**config.mk**
```make
export PLATFORM = sky130hd
export DESIGN_NAME = fac_share_sched
export DESIGN_NICKNAME = d
export VERILOG_FILES = /design/src/rtl/fac_pkg.sv /design/src/rtl/fac_rr_arbiter.sv /design/src/rtl/fac_share_sched.sv
export SDC_FILE = /design/constraint.sdc
export NUM_CORES = 1
export LEC_CHECK = 0
export ABC_AREA = 0
export CORE_ASPECT_RATIO = 1.2
export CORE_MARGIN = 8
export CORE_UTILIZATION = 44
export CTS_BUF_LIST = sky130_fd_sc_hd__clkbuf_16
export DETAILED_ROUTE_END_ITERATION = 7
export HOLD_SLACK_MARGIN = 0.12
export MAX_ROUTING_LAYER = met4
export PLACE_DENSITY = 0.91
export SETUP_SLACK_MARGIN = 0.5
export SLEW_MARGIN = 20
export SYNTH_ARGS = -nofsm -noshare
export SYNTH_HDL_FRONTEND = slang
export SYNTH_HIERARCHICAL = 1
export SYNTH_SLANG_ARGS = --single-unit
```
**constraint.sdc**
```tcl
create_clock -name clk_32b -period 10.3 [get_ports clk_32b]
set_input_delay 2.06 -clock clk_32b [delete_from_list [all_inputs] [get_ports clk_32b]]
set_output_delay 2.06 -clock clk_32b [all_outputs]
set_load 0.005 [all_outputs]
```
**src/rtl/fac_pkg.sv**
```systemverilog
// Shared types and constants for the shared factorial scheduler.
// Latency: n/a (declarations only).
// Backpressure: n/a.
package fac_pkg;

   localparam int FAC_W = 64;
   localparam int NUM_W = 32;

   typedef enum logic [1:0] {
      IDLE  = 2'd0,
      ISSUE = 2'd1,
      WAIT  = 2'd2,
      RESP  = 2'd3
   } state_t;

   localparam logic [1:0] ERR_OK      = 2'b00;
   localparam logic [1:0] ERR_RANGE   = 2'b01;
   localparam logic [1:0] ERR_TIMEOUT = 2'b10;

endpackage

```
**src/rtl/fac_rr_arbiter.sv**
```systemverilog
// Round-robin pick: first set req bit at or after ptr, wrapping.
// Latency: purely combinational, zero cycles.
// Backpressure: none; the caller decides when the pick is taken.
module fac_rr_arbiter #(
   parameter int NUM_REQ = 4,
   parameter int IDX_W   = $clog2(NUM_REQ)
) (
   input  logic [NUM_REQ-1:0] req,
   input  logic [IDX_W-1:0]   ptr,
   output logic [NUM_REQ-1:0] sel,
   output logic [IDX_W-1:0]   idx,
   output logic               any
);

   logic [IDX_W:0] cand;

   // Scan offsets from farthest to nearest so the nearest set bit wins.
   always_comb begin
      sel  = '0;
      idx  = '0;
      any  = 1'b0;
      cand = '0;
      for (int k = NUM_REQ - 1; k >= 0; k--) begin
         cand = {1'b0, ptr} + (IDX_W + 1)'(k);
         if (cand >= (IDX_W + 1)'(NUM_REQ)) begin
            cand = cand - (IDX_W + 1)'(NUM_REQ);
         end
         if (req[cand[IDX_W-1:0]]) begin
            sel                   = '0;
            sel[cand[IDX_W-1:0]]  = 1'b1;
            idx                   = cand[IDX_W-1:0];
            any                   = 1'b1;
         end
      end
   end

endmodule

```
**src/rtl/fac_share_sched.sv**
```systemverilog
// Shares one factorial unit among NUM_REQ requesters, round-robin, with range check and timeout.
// Latency: grant->fac_start 1 cycle, fac_ready->resp_valid 1 cycle, range error resp 1 cycle after grant.
// Backpressure: one job in flight; req is only sampled in IDLE, held requests simply wait their turn.
module fac_share_sched
   import fac_pkg::*;
#(
   parameter int NUM_REQ = 4,
   parameter int MAX_N   = 20,
   parameter int TIMEOUT = 64
) (
   input  logic                       clk_32b,
   input  logic                       reset_32b,
   input  logic [NUM_REQ-1:0]         req,
   input  logic [NUM_W*NUM_REQ-1:0]   req_number,
   output logic [NUM_REQ-1:0]         grant,
   output logic [NUM_REQ-1:0]         resp_valid,
   output logic [FAC_W-1:0]           resp_data,
   output logic [1:0]                 resp_err,
   output logic                       busy,
   output logic                       fac_start,
   output logic [NUM_W-1:0]           fac_number,
   input  logic [FAC_W-1:0]           fac_result,
   input  logic                       fac_ready
);

   localparam int IDX_W = $clog2(NUM_REQ);
   localparam int CNT_W = (TIMEOUT > 2) ? $clog2(TIMEOUT) : 1;

   state_t             state, state_nxt;
   logic [IDX_W-1:0]   rr_ptr;
   logic [IDX_W-1:0]   idx_q;
   logic [NUM_W-1:0]   operand_q;
   logic [CNT_W-1:0]   cnt_q;
   logic [FAC_W-1:0]   resp_data_q;
   logic [1:0]         resp_err_q;

   logic [NUM_REQ-1:0] arb_sel;
   logic [IDX_W-1:0]   arb_idx;
   logic               arb_any;
   logic [NUM_W-1:0]   arb_num;

   logic               latch_job;
   logic               range_bad;
   logic               done_ok;
   logic               done_to;
   logic               timeout_hit;

   fac_rr_arbiter #(
      .NUM_REQ (NUM_REQ),
      .IDX_W   (IDX_W)
   ) u_arb (
      .req (req),
      .ptr (rr_ptr),
      .sel (arb_sel),
      .idx (arb_idx),
      .any (arb_any)
   );

   assign arb_num     = req_number[int'(arb_idx) * NUM_W +: NUM_W];
   // The counter starts at 0 in the first WAIT cycle; its incremented value reaching
   // TIMEOUT-1 marks the last cycle we wait, so the abort response lands TIMEOUT cycles after start.
   assign timeout_hit = (cnt_q == CNT_W'(TIMEOUT - 2));

   assign busy       = (state != IDLE);
   assign fac_number = operand_q;
   assign resp_data  = resp_data_q;
   assign resp_err   = resp_err_q;

   // Next-state and per-cycle strobes; grant is held off while reset is asserted.
   always_comb begin
      state_nxt  = state;
      grant      = '0;
      fac_start  = 1'b0;
      resp_valid = '0;
      latch_job  = 1'b0;
      range_bad  = 1'b0;
      done_ok    = 1'b0;
      done_to    = 1'b0;
      case (state)
         IDLE: begin
            if (arb_any && !reset_32b) begin
               grant     = arb_sel;
               latch_job = 1'b1;
               if (arb_num > NUM_W'(MAX_N)) begin
                  range_bad = 1'b1;
                  state_nxt = RESP;
               end else begin
                  state_nxt = ISSUE;
               end
            end
         end
         ISSUE: begin
            fac_start = 1'b1;
            state_nxt = WAIT;
         end
         WAIT: begin
            if (fac_ready) begin
               done_ok   = 1'b1;
               state_nxt = RESP;
            end else if (timeout_hit) begin
               done_to   = 1'b1;
               state_nxt = RESP;
            end
         end
         RESP: begin
            resp_valid = NUM_REQ'(1) << idx_q;
            state_nxt  = IDLE;
         end
         default: state_nxt = IDLE;
      endcase
   end

   // State register.
   always_ff @(posedge clk_32b or posedge reset_32b) begin
      if (reset_32b) begin
         state <= IDLE;
      end else begin
         state <= state_nxt;
      end
   end

   // Latch the winner's index and operand at grant and advance the round-robin pointer past it.
   always_ff @(posedge clk_32b or posedge reset_32b) begin
      if (reset_32b) begin
         rr_ptr    <= '0;
         idx_q     <= '0;
         operand_q <= '0;
      end else if (latch_job) begin
         idx_q     <= arb_idx;
         operand_q <= arb_num;
         rr_ptr    <= (arb_idx == IDX_W'(NUM_REQ - 1)) ? '0 : arb_idx + 1'b1;
      end
   end

   // Timeout counter: cleared while issuing, counts every WAIT cycle.
   always_ff @(posedge clk_32b or posedge reset_32b) begin
      if (reset_32b) begin
         cnt_q <= '0;
      end else if (state == ISSUE) begin
         cnt_q <= '0;
      end else if (state == WAIT) begin
         cnt_q <= cnt_q + 1'b1;
      end
   end

   // Response registers load only when a job finishes, so stray fac_ready pulses are ignored.
   always_ff @(posedge clk_32b or posedge reset_32b) begin
      if (reset_32b) begin
         resp_data_q <= '0;
         resp_err_q  <= ERR_OK;
      end else if (range_bad) begin
         resp_data_q <= '0;
         resp_err_q  <= ERR_RANGE;
      end else if (done_ok) begin
         resp_data_q <= fac_result;
         resp_err_q  <= ERR_OK;
      end else if (done_to) begin
         resp_data_q <= '0;
         resp_err_q  <= ERR_TIMEOUT;
      end
   end

endmodule

```
==> results.txt <==
The run finished with clean final reports. The min-delay analysis places its worst path in the category reg -> reg. The count of final max-slew check failures is 0. Of all nets on the critical path, the largest fanout is 11.

The number of optimization iterations in the first detailed-route pass is 6. Summing every instance area after synthesis gives 5990 um2. The detailed router placed 5448 vias in this run. The summed area of non-filler cells in the final layout came out at 9410 um2. The number of clock buffers added by TritonCTS is 9. Dividing total power by cell area gives a power density of 282 nW/um2. The overflow left after global routing is 0. The number of maximum-capacitance violations came out at 0. The worst voltage drop across the vdd grid is 0.161 mV. Dividing the detail-routed wire length by the instance count gives 22.6 um. From synthesis to final layout, the design area changed by 57.0%. The leakage power figure came out at 3.83 nW. The worst clock skew came out at 0.0122 ns. STA classifies the critical path startpoint as an input pin.

The transition time at the pin with the least slew margin is 0.823 ns. Entering global routing, the biggest net connects 67 pins. The final setup TNS is 0 ns. The post-synthesis net count came out at 709. The count of nets left with antenna violations once routing finished came out at 0. The number of H-tree levels is 3. The TritonCTS clock tree is done. The via count of the first global-routing pass came out at 5986.

The cell count after synthesis is 495. The number of DRC markers in iteration 0 came out at 451. The highest clock frequency the design can meet came out at 153 MHz.

The fraction of the yosys area taken by sequential cells came out at 45.9%. The number of buffers inserted by hold repair at cts is 0. The starting utilization of the core area is 45.1%. The worst-case setup slack after placement is 3.78 ns. From left edge to right edge, the die measures 123 um. The count of buffers inserted at the top-level ports is 306. The wire length reported by the detailed router is 21500 um.

After clock tree synthesis, the setup repair step added 0 buffers. The worst hold slack after final layout came out at 0.481 ns. The kind of critical path is in -> out.

The number of non-filler instances in the completed layout is 952. After layout, the worst path uses 63.6% of the clock period. At the later pin of the worst-skew pair, clock insertion delay measures 0.35 ns. The number of filler cells placed in the layout came out at 934. The number of antenna violations at the first check in global routing is 1. The normalized max-slew margin is 45.2%. The DRC violation count after routing came out at 0.

The data arrival time of the critical path is 4.50 ns. After detailed routing, the number of vias per cell comes to 5.72. The largest buffer count on any clock path came out at 2. STA classifies the critical path endpoint as a primary output. The final count of negative-setup-slack endpoints came out at 0.

The first-pass GRT wire length is 32700 um. The share of the core filled with cells in the final layout is 70.8%. Setup repair after global routing left no endpoint under its margin. The number of instances resized during post-cts repair is 0. Clock-pin slew was measured on the worst setup and hold paths at 0.08 ns. The total power draw is 2.65 mW. The placer's final routability congestion estimate is 0.905. The final hold violation count is 0. The full die area is 17600 um2. The most used flip-flop cell after synthesis is sky130_fd_sc_hd__dfrtp_1. The area of the core came out at 13300 um2. The required time of the critical path came out at 8.24 ns.

The combined global-route utilization of all metal layers is 24.7%. The initialized floorplan defines 46 standard-cell rows. The final critical-path setup slack is 3.74 ns. For this run, the post-layout net count is 992. The number of unique standard cell types used by synthesis is 49. The synthesized area divided by synthesized cell count is 12.1 um2. The top-level port count came out at 307. The die boundary height came out at 144 um.

The sink count of the clock tree is 110. Counting tap cells, the placed design contains a total of 935 instances. The number of enable-type register cells in the synthesized netlist is 0. The number of warnings printed during yosys synthesis is 6.

The minimum clock period came out at 6.56 ns. The fraction of layout cells with a size suffix above 1 came out at 15.8%. The synthesized design contains 110 register bits. After synthesis, the share of flip-flops with an asynchronous set or reset is 100%. Summed over all nets, the half-perimeter wirelength after detailed placement is 17100 um. The tree is rooted in a sky130_fd_sc_hd__clkbuf_16. The area after detailed placement is 9120 um2.
==> Yosys cell counts, types with 2 or more instances <==
master | instances | area share [%]
sky130_fd_sc_hd__clkbuf_1 | 21 | 1.3
sky130_fd_sc_hd__a21oi_1 | 8 | 0.67
sky130_fd_sc_hd__buf_6 | 12 | 2.3
sky130_fd_sc_hd__a41oi_2 | 4 | 1.1
sky130_fd_sc_hd__nand4_1 | 2 | 0.21
sky130_fd_sc_hd__o21ai_0 | 4 | 0.33
sky130_fd_sc_hd__nor3_1 | 3 | 0.25
sky130_fd_sc_hd__and3_1 | 6 | 0.63
sky130_fd_sc_hd__nor2_4 | 9 | 1.7
sky130_fd_sc_hd__nor4_1 | 6 | 0.63
sky130_fd_sc_hd__nand3_1 | 5 | 0.42
sky130_fd_sc_hd__mux2_2 | 39 | 7.3
sky130_fd_sc_hd__dfrtp_1 | 110 | 46
sky130_fd_sc_hd__o211ai_1 | 4 | 0.50
sky130_fd_sc_hd__nor3b_1 | 3 | 0.38
sky130_fd_sc_hd__a22oi_1 | 64 | 8.0
sky130_fd_sc_hd__ha_1 | 15 | 3.1
sky130_fd_sc_hd__mux2i_1 | 2 | 0.33
sky130_fd_sc_hd__mux2i_2 | 2 | 0.46
sky130_fd_sc_hd__nor2_2 | 3 | 0.31
sky130_fd_sc_hd__o221ai_1 | 2 | 0.29
sky130_fd_sc_hd__o22ai_1 | 2 | 0.21
sky130_fd_sc_hd__inv_1 | 15 | 0.94
sky130_fd_sc_hd__nor2_1 | 72 | 4.5
sky130_fd_sc_hd__a31oi_1 | 5 | 0.52
sky130_fd_sc_hd__mux4_2 | 33 | 12
sky130_fd_sc_hd__nand2b_1 | 4 | 0.42
sky130_fd_sc_hd__mux2_4 | 2 | 0.50
sky130_fd_sc_hd__buf_2 | 7 | 0.58
sky130_fd_sc_hd__nand2_1 | 12 | 0.75
==> per-layer routing <==
| metal | track usage [%] | part of all wire (%) | up-vias | wire length [um] |
|---|---|---|---|---|
| met3 | 5.22 | 6.4 | 61 | 1370 |
| met2 | 44.0 | 55 | 275 | 11800 |
| met4 | 10.1 | 3.3 | 0 | 705 |
| met5 | - | 0 | - | 0 |
| met1 | 26.1 | 35 | 2706 | 7570 |
| li1 | - | - | 2406 | - |
==> final cells by class <==
cell class | instances | area (um2) | area share, %
antenna | 1 | 2.50 | 0.0266
timing repair buffer | 312 | 3110 | 33.0
inverter | 15 | 58.8 | 0.625
clock buffer | 9 | 225 | 2.39
clock inverter | 7 | 61.3 | 0.652
multi-input combinational | 330 | 2990 | 31.8
tap | 168 | 210 | 2.23
sequential | 110 | 2750 | 29.3
==> path summary, 6_finish.rpt <==
check	from	end	slack, ns	depth (start not counted)
setup / recovery	req[0]	grant[3]	3.74	7
hold / removal	resp_err[0]$_DFFE_PP0P_	resp_err[0]$_DFFE_PP0P_	0.48	1
setup reg to reg	rr_ptr[0]$_DFFE_PP0P_	resp_err[0]$_DFFE_PP0P_	4.95	13
hold reg to reg	resp_err[0]$_DFFE_PP0P_	resp_err[0]$_DFFE_PP0P_	0.48	1
max in group asynchronous	reset_32b	rr_ptr[0]$_DFFE_PP0P_	6.89	3
min in group asynchronous	reset_32b	fac_number[0]$_DFFE_PP0P_	2.21	2
==> registers in the layout (all words and copies together) (netlist names) <==
signal	cells
idx_q	2
resp_err	2
rr_ptr	2
cnt_q	6
fac_number	32
state	2
resp_data	64
==> cells by family after synthesis <==
| group | share of synthesized area [%] |
|---|---|
| DFF | 45.9 |
| muxes | 21.4 |
| buffers and inverters | 5.09 |
| AOI/OAI and AO/OA | 13.3 |
| and+or+nand+nor | 10.9 |
| xor gates and xnor gates | 0.292 |
| adders and majority gates | 3.13 |
==> cell usage in the layout (no fill, tap or decap), types with 4 or more instances in the layout <==
| master | instances |
|---|---|
| sky130_fd_sc_hd__dfrtp_1 | 110 |
| sky130_fd_sc_hd__ha_1 | 15 |
| sky130_fd_sc_hd__a22oi_1 | 64 |
| sky130_fd_sc_hd__o211ai_1 | 4 |
| sky130_fd_sc_hd__mux4_2 | 33 |
| sky130_fd_sc_hd__mux2_2 | 39 |
| sky130_fd_sc_hd__nor2_4 | 9 |
| sky130_fd_sc_hd__a41oi_2 | 4 |
| sky130_fd_sc_hd__and3_1 | 6 |
| sky130_fd_sc_hd__buf_4 | 6 |
| sky130_fd_sc_hd__nor4_1 | 6 |
| sky130_fd_sc_hd__nand3_1 | 5 |
| sky130_fd_sc_hd__nand2b_1 | 4 |
| sky130_fd_sc_hd__nand2_1 | 12 |
| sky130_fd_sc_hd__a31oi_1 | 4 |
| sky130_fd_sc_hd__a21oi_1 | 8 |
| sky130_fd_sc_hd__inv_1 | 14 |
| sky130_fd_sc_hd__clkdlybuf4s50_1 | 306 |
| sky130_fd_sc_hd__clkbuf_16 | 9 |
| sky130_fd_sc_hd__nor2_1 | 72 |
==> worst max-delay path: stages <==
cell and delay (ns):
sky130_fd_sc_hd__clkdlybuf4s50_1 0.64, sky130_fd_sc_hd__mux4_2 0.61, sky130_fd_sc_hd__nor2_1 0.18, sky130_fd_sc_hd__nand3_1 0.12, sky130_fd_sc_hd__a41oi_2 0.22, sky130_fd_sc_hd__and3_1 0.17
sky130_fd_sc_hd__clkdlybuf4s50_1 0.50
==> power by group <==
part / internal, mW / switching [mW]
clock network: 0.169 / 0.167
logic: 0.839 / 0.676
registers: 0.649 / 0.152
Note: power is estimated with default switching activity, not from simulation.
